File: src/rtl/pkt_fwd_ctrl_pkg.sv
// Shared definitions for the forwarder-side sequencer.
//   - FSM state encodings (3-bit, legacy-compatible constants)
//   - clog2_min1: width helper that never returns 0 (for small counters)
package pkt_fwd_ctrl_pkg;

  localparam int ST_W = 3;

  localparam logic [ST_W-1:0] ST_IDLE = 3'd0;
  localparam logic [ST_W-1:0] ST_WAIT = 3'd1;
  localparam logic [ST_W-1:0] ST_LEN  = 3'd2;
  localparam logic [ST_W-1:0] ST_XFER = 3'd3;
  localparam logic [ST_W-1:0] ST_DONE = 3'd4;

  function automatic int clog2_min1(input int v);
    return (v <= 1) ? 1 : $clog2(v);
  endfunction

endpackage

File: src/rtl/fwd_out_fifo.sv
// Synchronous FIFO with first-word-fall-through head.
//   clk, rst : clock, synchronous active-high reset (empties the FIFO)
//   push/din : write one word (ignored when full unless a pop happens too)
//   pop      : drop the head word (ignored when empty)
//   dout     : current head word, valid whenever !empty
//   empty, full, count : status and occupancy
module fwd_out_fifo #(
  parameter int WIDTH = 64,
  parameter int DEPTH = 8
) (
  input  logic                     clk,
  input  logic                     rst,
  input  logic                     push,
  input  logic [WIDTH-1:0]         din,
  input  logic                     pop,
  output logic [WIDTH-1:0]         dout,
  output logic                     empty,
  output logic                     full,
  output logic [$clog2(DEPTH):0]   count
);

  localparam int PW = $clog2(DEPTH);

  logic [WIDTH-1:0] mem [DEPTH];
  logic [PW-1:0]    wr_ptr;
  logic [PW-1:0]    rd_ptr;
  logic             do_push;
  logic             do_pop;

  assign empty   = (count == '0);
  assign full    = (count == (PW+1)'(DEPTH));
  assign do_pop  = pop && !empty;
  // A pop frees the slot in the same cycle, so push-while-full is legal then.
  assign do_push = push && (!full || do_pop);
  assign dout    = mem[rd_ptr];

  always_ff @(posedge clk) begin
    if (do_push) mem[wr_ptr] <= din;
  end

  always_ff @(posedge clk) begin
    if (rst) begin
      wr_ptr <= '0;
      rd_ptr <= '0;
      count  <= '0;
    end else begin
      if (do_push) wr_ptr <= wr_ptr + 1'b1;
      if (do_pop)  rd_ptr <= rd_ptr + 1'b1;
      case ({do_push, do_pop})
        2'b10:   count <= count + 1'b1;
        2'b01:   count <= count - 1'b1;
        default: ;
      endcase
    end
  end

endmodule

File: src/rtl/pkt_fwd_ctrl.sv
// Forwarder-side sequencer for the forward arbiter.
// Claims a ready core (rdy/ack), samples byte_len, reads the packet words
// from address 0 upward into a credit-controlled FIFO and streams them out
// as AXI-Stream, then pulses done to release the core's buffer.
// Ports:
//   clk, rst            clock, synchronous active-high reset
//   rdy, ack            core-available / grant; transfer on rdy && ack
//   byte_len            packet length in bytes of the granted core
//   addr, rd_en         word read request, one per cycle
//   rd_data, rd_data_vld read return, in order, one per rd_en
//   m_t*                AXI-Stream master (beat moves on m_tvalid && m_tready;
//                       m_tvalid/m_tdata never depend on m_tready)
//   done                1-cycle release pulse after the last beat
//   len_err             1-cycle pulse when the packet is truncated to MAXW words
//   state_dbg           current FSM state
module pkt_fwd_ctrl
  import pkt_fwd_ctrl_pkg::*;
#(
  parameter int SN_FWD_ADDR_WIDTH = 8,
  parameter int SN_FWD_DATA_WIDTH = 64,
  parameter int PLEN_WIDTH        = 32,
  parameter int MUX_LAT           = 0,
  parameter int FIFO_DEPTH        = 8
) (
  input  logic                           clk,
  input  logic                           rst,
  output logic [SN_FWD_ADDR_WIDTH-1:0]   addr,
  output logic                           rd_en,
  input  logic [SN_FWD_DATA_WIDTH-1:0]   rd_data,
  input  logic                           rd_data_vld,
  input  logic [PLEN_WIDTH-1:0]          byte_len,
  output logic                           done,
  input  logic                           rdy,
  output logic                           ack,
  output logic [SN_FWD_DATA_WIDTH-1:0]   m_tdata,
  output logic [SN_FWD_DATA_WIDTH/8-1:0] m_tkeep,
  output logic                           m_tlast,
  output logic                           m_tvalid,
  input  logic                           m_tready,
  output logic                           len_err,
  output logic [ST_W-1:0]                state_dbg
);

  localparam int AW    = SN_FWD_ADDR_WIDTH;
  localparam int DW    = SN_FWD_DATA_WIDTH;
  localparam int KW    = DW / 8;
  localparam int LB    = $clog2(KW);
  localparam int CW    = $clog2(FIFO_DEPTH);
  localparam int WCW   = clog2_min1(MUX_LAT + 1);
  localparam logic [AW:0] MAXW = {1'b1, {AW{1'b0}}};

  logic [ST_W-1:0]       state;
  logic [ST_W-1:0]       state_nxt;
  logic [WCW-1:0]        wait_cnt;
  logic [AW:0]           words;
  logic [AW:0]           issued;
  logic [AW:0]           sent;
  logic [KW-1:0]         last_keep;
  logic [CW:0]           outstanding;

  logic [CW:0]           occ;
  logic                  f_empty;
  logic                  f_full;
  logic [DW-1:0]         f_dout;

  logic [PLEN_WIDTH:0]   words_raw;
  logic [PLEN_WIDTH-1:0] rem;
  logic                  over;
  logic [AW:0]           words_dec;
  logic [KW-1:0]         keep_dec;

  logic                  xfer;
  logic                  rsp;
  logic                  push;
  logic                  pop;
  logic                  is_last;
  logic                  credit_ok;
  logic [CW+1:0]         in_use;

  assign state_dbg = state;

  // Length decode; one extra bit so byte_len near 2^PLEN_WIDTH cannot wrap.
  always_comb begin
    words_raw = ({1'b0, byte_len} + (PLEN_WIDTH+1)'(KW - 1)) >> LB;
    rem       = byte_len & PLEN_WIDTH'(KW - 1);
    over      = words_raw > (PLEN_WIDTH+1)'(MAXW);
    words_dec = over ? MAXW : words_raw[AW:0];
    // A truncated packet ends on a full word, whatever the remainder says.
    keep_dec  = (rem == '0 || over) ? '1 : ((KW'(1) << rem) - KW'(1));
  end

  // Credits cover both words already buffered and reads still in flight.
  assign in_use    = {1'b0, occ} + {1'b0, outstanding};
  assign credit_ok = in_use < (CW+2)'(FIFO_DEPTH);

  assign xfer    = (state == ST_XFER);
  assign rd_en   = xfer && (issued < words) && credit_ok;
  assign addr    = issued[AW-1:0];
  assign rsp     = xfer && rd_data_vld;
  assign push    = rsp && !f_full;
  assign is_last = (sent == words - (AW+1)'(1));

  assign m_tvalid = xfer && !f_empty;
  assign m_tdata  = m_tvalid ? f_dout : '0;
  assign m_tlast  = m_tvalid && is_last;
  assign m_tkeep  = m_tvalid ? (is_last ? last_keep : '1) : '0;
  assign pop      = m_tvalid && m_tready;

  assign done    = (state == ST_DONE);
  assign len_err = (state == ST_LEN) && over;

  always_comb begin
    state_nxt = state;
    case (state)
      ST_IDLE: if (rdy && ack) state_nxt = ST_WAIT;
      ST_WAIT: if (wait_cnt == WCW'(MUX_LAT)) state_nxt = ST_LEN;
      ST_LEN:  state_nxt = (words_dec == '0) ? ST_DONE : ST_XFER;
      ST_XFER: if (pop && is_last) state_nxt = ST_DONE;
      ST_DONE: state_nxt = ST_IDLE;
      default: state_nxt = ST_IDLE;
    endcase
  end

  always_ff @(posedge clk) begin
    if (rst) begin
      state       <= ST_IDLE;
      ack         <= 1'b0;
      wait_cnt    <= '0;
      words       <= '0;
      last_keep   <= '0;
      issued      <= '0;
      sent        <= '0;
      outstanding <= '0;
    end else begin
      state <= state_nxt;
      // Registered grant: high in every IDLE cycle except right after reset,
      // drops the cycle after the handshake.
      ack   <= (state_nxt == ST_IDLE);
      case (state)
        ST_WAIT: wait_cnt <= wait_cnt + 1'b1;
        ST_LEN: begin
          words       <= words_dec;
          last_keep   <= keep_dec;
          issued      <= '0;
          sent        <= '0;
          outstanding <= '0;
        end
        ST_XFER: begin
          if (rd_en) issued <= issued + 1'b1;
          if (pop)   sent   <= sent + 1'b1;
          case ({rd_en, rsp})
            2'b10:   outstanding <= outstanding + 1'b1;
            2'b01:   outstanding <= outstanding - 1'b1;
            default: ;
          endcase
        end
        default: wait_cnt <= '0;
      endcase
    end
  end

  fwd_out_fifo #(
    .WIDTH (DW),
    .DEPTH (FIFO_DEPTH)
  ) u_fifo (
    .clk   (clk),
    .rst   (rst),
    .push  (push),
    .din   (rd_data),
    .pop   (pop),
    .dout  (f_dout),
    .empty (f_empty),
    .full  (f_full),
    .count (occ)
  );

endmodule

File: config.mk
export PLATFORM = sky130hd
export DESIGN_NAME = pkt_fwd_ctrl
export DESIGN_NICKNAME = d
export VERILOG_FILES = /design/src/rtl/pkt_fwd_ctrl_pkg.sv /design/src/rtl/fwd_out_fifo.sv /design/src/rtl/pkt_fwd_ctrl.sv
export SDC_FILE = /design/constraint.sdc
export NUM_CORES = 1
export LEC_CHECK = 0
export BUFFER_PORTS_ARGS = -buffer_cell sky130_fd_sc_hd__clkbuf_2
export CAP_MARGIN = 20
export CORE_ASPECT_RATIO = 1.75
export CORE_UTILIZATION = 55
export CTS_CLUSTER_SIZE = 20
export DETAILED_ROUTE_END_ITERATION = 16
export GPL_TIMING_DRIVEN = 0
export PLACE_DENSITY_LB_ADDON = 0.25
export SYNTH_ARGS = -nofsm -noshare
export SYNTH_HDL_FRONTEND = slang
export SYNTH_SLANG_ARGS = --single-unit
File: constraint.sdc
create_clock -name clk -period 11.3 [get_ports clk]
set_input_delay 1.695 -clock clk [delete_from_list [all_inputs] [get_ports clk]]
set_output_delay 1.695 -clock clk [all_outputs]
set_load 0.03 [all_outputs]
==> results of run 1 <==
[critical path: cells and delay by family]
kind / cells / cell delay [ns]
compound gates: 4 / 0.96
buf+inv: 2 / 0.37
simple gates: 3 / 1.15
[cell usage in the layout (no fill, tap or decap), types with 24 or more instances in the layout]
cell type,Yosys,layout
a21oi_1,24,24
clkbuf_1,38,47
clkbuf_16,0,49
clkbuf_2,1,188
dfxtp_1,57,57
edfxtp_1,512,512
inv_1,24,24
mux2i_1,69,69
mux4_2,128,128
nand2_1,43,43
nor2_1,141,135
[cell families (layout without fill, tap and decap cells)]
| family | after synthesis | in the layout | synth area share (%) |
|---|---|---|---|
| flops | 569 | 569 | 71.1 |
| simple gates | 292 | 292 | 5.94 |
| mux | 202 | 202 | 15.6 |
| compound gates | 96 | 96 | 3.00 |
| buf+inv | 95 | 395 | 1.69 |
| xor+xnor | 34 | 34 | 1.28 |
| fa+ha+maj | 23 | 23 | 1.30 |
| other cells | 0 | 2 | 0 |
[stage by stage]
stage / cells / setup WS, ns / hold slack [ns]
after floorplan: 1311 / 4.06 / 0.441
after global placement: 2053 / -0.590 / 0.461
after detailed placement: 2081 / 5.49 / 0.477
after CTS: 2166 / 5.48 / 0.500
after global routing: 2168 / 5.25 / 0.528
final: 2168 / 5.43 / 0.497
[worst max path at each step]
stage / from / endpoint / slack [ns] / cells after the start
4_1_cts: byte_len[9] / len_err / 5.48 / 9
2_1_floorplan: rd_data_vld / u_fifo.mem[0][0] / 4.06 / 4
3_3_place_gp: rd_data_vld / u_fifo.mem[0][45] / -0.59 / 5
3_5_place_dp: byte_len[9] / len_err / 5.49 / 9
5_1_grt: byte_len[15] / len_err / 5.25 / 9
6_report: byte_len[9] / len_err / 5.43 / 9
[flip-flops by register name (all words and copies together) (netlist names), named ones only]
signal and cells:
u_fifo.rd_ptr 3, sent 9, u_fifo.mem 512, state_dbg 3, last_keep 8, u_fifo.count 4, outstanding 4, wait_cnt 1
words 9, ack 1, u_fifo.wr_ptr 3, issued 9
[report_power, final]
part	internal, mW	total (mW)	leakage, nW	switching [mW]
logic	0.0323	0.100	3.02	0.0679
clock network	0.863	1.58	0.718	0.720
registers	2.30	2.30	5.06	0.00534
total	3.19	3.99	8.80	0.794
[routing by layer]
metal,track usage (%),routed length (um),vias up
met5,0,52,-
met2,43.9,27000,434
met1,28.0,18700,6501
li1,-,-,5753
met3,4.01,2830,122
met4,10.6,1990,8
[final cells by class]
type | instances | area share (%)
inverter | 24 | 0.336
tap | 555 | 2.59
sequential | 569 | 61.5
buffer | 71 | 1.13
clock inverter | 27 | 0.807
clock buffer | 58 | 4.70
multi-input combinational | 647 | 23.7
antenna | 2 | 0.0187
timing repair buffer | 215 | 5.17
==> run metrics, run 1 <==
status=complete, no violations; Routed WL=50.6 mm; maximum clock path buffer count=3; multi-input logic area=0.00636 sq mm; YS warnings=0; vias in the first global route=13.3k; Critical Path RT=9.61 ns; clk_skew=0.0182 ns; Hold Fails Final Rpt=0; die area=0.0431 sq mm; Horiz. Die Dim=157 um; clock latency at the later pin of the worst-skew pair=0.56 ns; post-CTS setup buffer count=0; P per Cell Area=149 mW/mm^2; Overflow after GRT=0; initial antenna violation count=6; commonest cells in the netlist=edfxtp_1 (512), nor2_1 (141), mux4_2 (128), mux2i_1 (69), dfxtp_1 (57); r2r setup slk=7.54 ns; hold depth=2; Final TNS setup=0 ns; Rows=99; register area=0.0165 sq mm; DRC viols=0; slowest CP cell=nor4_1; Final Instance Area=0.0268 sq mm; Max transition margin=32.1%; post-detail-place hpwl=33.6 mm; CTS tree=built; H-tree depth=2; clk slew on worst S/H paths=0.07 ns; CTS sink cnt=569; maximum clock frequency=170 MHz; Filler cells=2969; VDD IR-drop max=147 uV; distinct cell type count after synthesis=63; Power Total=3.99 mW; CP Launch Type=input pin; # nets final=1700; crit path kind=in2out; Post-CTS Resized=0; critical path's most frequent cell=clkbuf_2; Data arrival, critical path=4.17 ns; WL per Instance=23.3 um; Synth top area share=66.2%; asr flop ratio synth=0%; maxcap violations=0; syn avg cell area=17.7 sq um; largest net degree at the start of global routing=26; final period utilization=51.9%; GPL Wtd Cong=0.876; r2r startpoint=words[3]; routed vias=12.8k; first-pass GRT wire length=76.5 mm; aggregate global-route resource usage=24.3%; DR iter-0 viols=998; hold endpoint=u_fifo.rd_ptr[1]; top cells by area, synth=edfxtp_1 (66%), mux4_2 (12%), dfxtp_1 (4.9%); worst flop-to-flop path endpoint=outstanding[3]; drt first pass iters=5; fin crit period=5.87 ns; critical path cell sequence=clkbuf_2, nand3_1, nor4_1, a21boi_0, a211oi_1, o2111a_2, and3_1, a21oi_1, clkbuf_2; RSZ-0062 raised after global routing=no; Via density=5.91; area growth from synthesis to layout=15.6%; core area=0.0416 sq mm; Mapped Nets=1435; Post-synth EDFFs=512; #FFs+latches synth=569; CP Capture Type=primary output; Final Max Slew Viols=0; Yosys top cell by area=edfxtp_1; Initial Util=55.8%; Leak=8.80 nW; CTS buffer count=48; min-delay worst type=reg2reg; Mapped Cells=1311; final core occ=64.5%; Root Buffer=clkbuf_16; Post-DRT Antenna Nets=0; share of layout cells above drive strength 1=27.3%; crit path max fanout=6; final setup vio count=0; Cell Area, Placed=0.0254 sq mm; top_reg_cell synth=edfxtp_1; Worst Max-Slew Pin Slew=1.02 ns; Die Ht=274 um; max incr delay on CP=0.76 ns; IO buf count=187; num ports=190; register area share after synthesis=71.1%; Hold Buf Count CTS=0; R2R cell count=14; top-count cell post-synth=edfxtp_1; synthesized area=0.0232 sq mm; Hold Startpoint=u_fifo.rd_ptr[1]
Note: power is estimated with default switching activity, not from simulation.
==> run 2, diff against run 1 <==
--- a/config.mk
+++ b/config.mk
@@ -8,7 +8,7 @@
 export BUFFER_PORTS_ARGS = -buffer_cell sky130_fd_sc_hd__clkbuf_2
 export CAP_MARGIN = 20
 export CORE_ASPECT_RATIO = 1.75
-export CORE_UTILIZATION = 55
+export CORE_UTILIZATION = 54
 export CTS_CLUSTER_SIZE = 20
 export DETAILED_ROUTE_END_ITERATION = 16
 export GPL_TIMING_DRIVEN = 0
==> constraint.sdc (replaced) <==
create_clock -name clk -period 4.7 [get_ports clk]
set_input_delay 0.705 -clock clk [delete_from_list [all_inputs] [get_ports clk]]
set_output_delay 0.705 -clock clk [all_outputs]
set_load 0.03 [all_outputs]
==> run 2 against run 1 <==
Compared with the run above: core utilization fell by 0.76 points; clock power grew to 2.5 times the previous value; flip-flop and latch count stayed put; worst setup slack got worse by 5.1 ns; global-route usage shrank 0.66 points; first-iteration DRC count fell by 0.40%; routed wire length up 0.80%.
==> run metrics, run 2 (synthesis results as in run 1) <==
status=complete, no violations; GPL Wtd Cong=0.896 (+2.3%); hold endpoint=u_fifo.mem[0][30]; sw frac=19.9% (+0.022 points); RSZ-0062 raised after global routing=no; Internal Power=7.81 mW (+140%); crit path max fanout=10 (+4); CP Launch Type=register; Data arrival, critical path=3.68 ns (-0.49 ns); core area=0.0424 sq mm (+1.9%); first-pass GRT wire length=77.6 mm (+1.4%); vias in the first global route=13.3k (-0.068%); initial antenna violation count=4 (-2); Via density=5.93 (+0.24%); Max transition margin=29.3% (-2.8 points); Hold Startpoint=rd_data[30]; r2r setup slk=0.86 ns (-6.68 ns); CTS sink cnt=569 (unchanged); DR iter-0 viols=994 (-0.40%); R2R cell count=9 (-5); NetSw=1.94 mW (+150%); share of layout cells above drive strength 1=27.3% (+0.034 points); Cell Area, Placed=0.0255 sq mm (+0.42%); max reg flops=512 (unchanged); clk slew on worst S/H paths=0.07 ns (about the same); Hold Fails Final Rpt=0 (unchanged); clk_skew=0.0178 ns (-0.000416 ns); Initial Util=54.7% (-1.0 points); CTS tree=built; Post-DRT Antenna Nets=0 (unchanged); routed vias=12.9k (+0.42%); register area=0.0165 sq mm (unchanged); most common cell after layout, fill and taps aside=edfxtp_1; final period utilization=93.3%; WL per Instance=23.5 um (+0.61%); CP Capture Type=primary output; fin crit period=4.38 ns; Final Max Slew Viols=0 (unchanged); post-CTS setup buffer count=0 (unchanged); clock latency at the later pin of the worst-skew pair=0.58 ns (+0.02 ns); Final TNS setup=0 ns (unchanged); Final Instance Area=0.0270 sq mm (+0.72%); drt first pass iters=5 (unchanged); Seq pwr share=56.7% (-1.0 points); maximum clock path buffer count=3 (unchanged); Setup WS pre-CTS=0.783 ns (-4.71 ns); min-delay worst type=in2reg; crit path kind=reg2out; IO buf count=187 (unchanged); Overflow after GRT=0 (unchanged); Hold Buf Count CTS=0 (unchanged); Critical Path RT=3.99 ns (-5.62 ns); num ports=190 (unchanged); worst flop-to-flop path endpoint=u_fifo.mem[0][44]; multi-input logic area=0.00637 sq mm (+0.20%); Post-CTS Resized=0 (unchanged); Filler cells=2965 (-0.13%); Final WS setup=0.317 ns (-5.11 ns); Horiz. Die Dim=159 um (+0.91%); Logic pwr share=2.5% (about the same); Routed WL=51.0 mm (+0.80%); maxcap violations=0 (unchanged); most frequent cells in the layout=edfxtp_1 (512), clkbuf_2 (188), nor2_1 (135), mux4_2 (128), mux2i_1 (69); final setup vio count=0 (unchanged); M1 WL=18.9 mm (+1.0%); Most flops, register=u_fifo.mem; CTS buffer count=48 (unchanged); DRC viols=0 (unchanged); hold depth=1 (-1); Leak=8.84 nW (+0.47%); aggregate global-route resource usage=23.6% (-0.66 points); maximum clock frequency=228 MHz; P per Cell Area=361 mW/mm^2 (+140%); Worst Max-Slew Pin Slew=1.06 ns (+0.0383 ns); DR WL met2=27.6 mm (+2.2%); VDD IR-drop max=316 uV (+110%); Clk pwr share=40.8% (+1.1 points); Rows=100 (+1.0%); r2r startpoint=state_dbg[0]; largest net degree at the start of global routing=28 (+7.7%); H-tree depth=2 (unchanged); die area=0.0439 sq mm (+1.8%); Top Layer Used=met5; # nets final=1695 (-0.29%); Root Buffer=clkbuf_16; area growth from synthesis to layout=16.4%; DR WL met3=2.71 mm (-4.3%); post-detail-place hpwl=33.9 mm (+0.72%); Die Ht=276 um (+0.91%)
[run 2: cell count changes in the layout (fill, tap and decap cells not counted), moves of 2 or more]
cell / delta
clkbuf_1: -4
nor3_2: -2
buf_8: -2
buf_16: +9
buf_6: -11
clkinv_4: +2
clkinv_1: +2
bufinv_16: +3
nor3_4: +2
[run 2: power groups by stage]
stage / combinational, mW / clock, mW / sequential, mW
after floorplan: 0.0938 / 0 / 5.65
after global placement: 0.225 / 0 / 5.64
after CTS: 0.240 / 4.04 / 5.53
after detailed placement: 0.238 / 0 / 5.64
after global routing: 0.263 / 4.20 / 5.53
final: 0.241 / 3.98 / 5.53
[run 2: final cells by class]
cell class	instances	area share (%)
Timing Repair Buffer	210	5.45
Tap cell	561	2.60
Buffer	71	1.12
Multi-Input combinational cell	647	23.6
Clock inverter	35	1.27
Clock buffer	53	4.51
Antenna cell	2	0.0185
Inverter	24	0.333
Sequential cell	569	61.1
[run 2: critical path, stage by stage, from the launching register on]
cell and delay, ns:
dfxtp_1 0.33, clkbuf_1 0.76, buf_1 0.81, mux4_2 0.61, mux2i_1 0.28, nor2_1 0.08, clkbuf_2 0.22
[run 2: how the worst max path moves through the flow]
| stage | startpoint | endpoint | slack (ns) | cells after the start |
|---|---|---|---|---|
| 2_1_floorplan | state_dbg[0] | u_fifo.mem[5][0] | -0.18 | 6 |
| 3_3_place_gp | state_dbg[0] | u_fifo.mem[3][44] | -3.00 | 6 |
| 3_5_place_dp | byte_len[9] | len_err | 0.78 | 9 |
| 4_1_cts | register | m_tdata[53] | 0.21 | 6 |
| 5_1_grt | register | m_tdata[53] | 0.11 | 6 |
| 6_report | register | m_tdata[53] | 0.32 | 6 |
[run 2: stage by stage]
step / hold slack [ns] / power [mW] / instances / utilization [%]
after CTS: 0.378 / 9.81 / 2170 / 63.7
after global placement: 0.466 / 5.87 / 2059 / 58.6
after floorplan: 0.441 / 5.74 / 1311 / -
final: 0.393 / 9.75 / 2172 / 63.7
after detailed placement: 0.471 / 5.88 / 2082 / 60.0
after global routing: 0.394 / 10.0 / 2172 / 63.7
[run 2: metal layers]
metal,track usage (%),up-vias
li1,-,5758
met1,27.4,6582
met2,42.9,422
met3,4.17,106
met4,9.68,4
met5,0,-
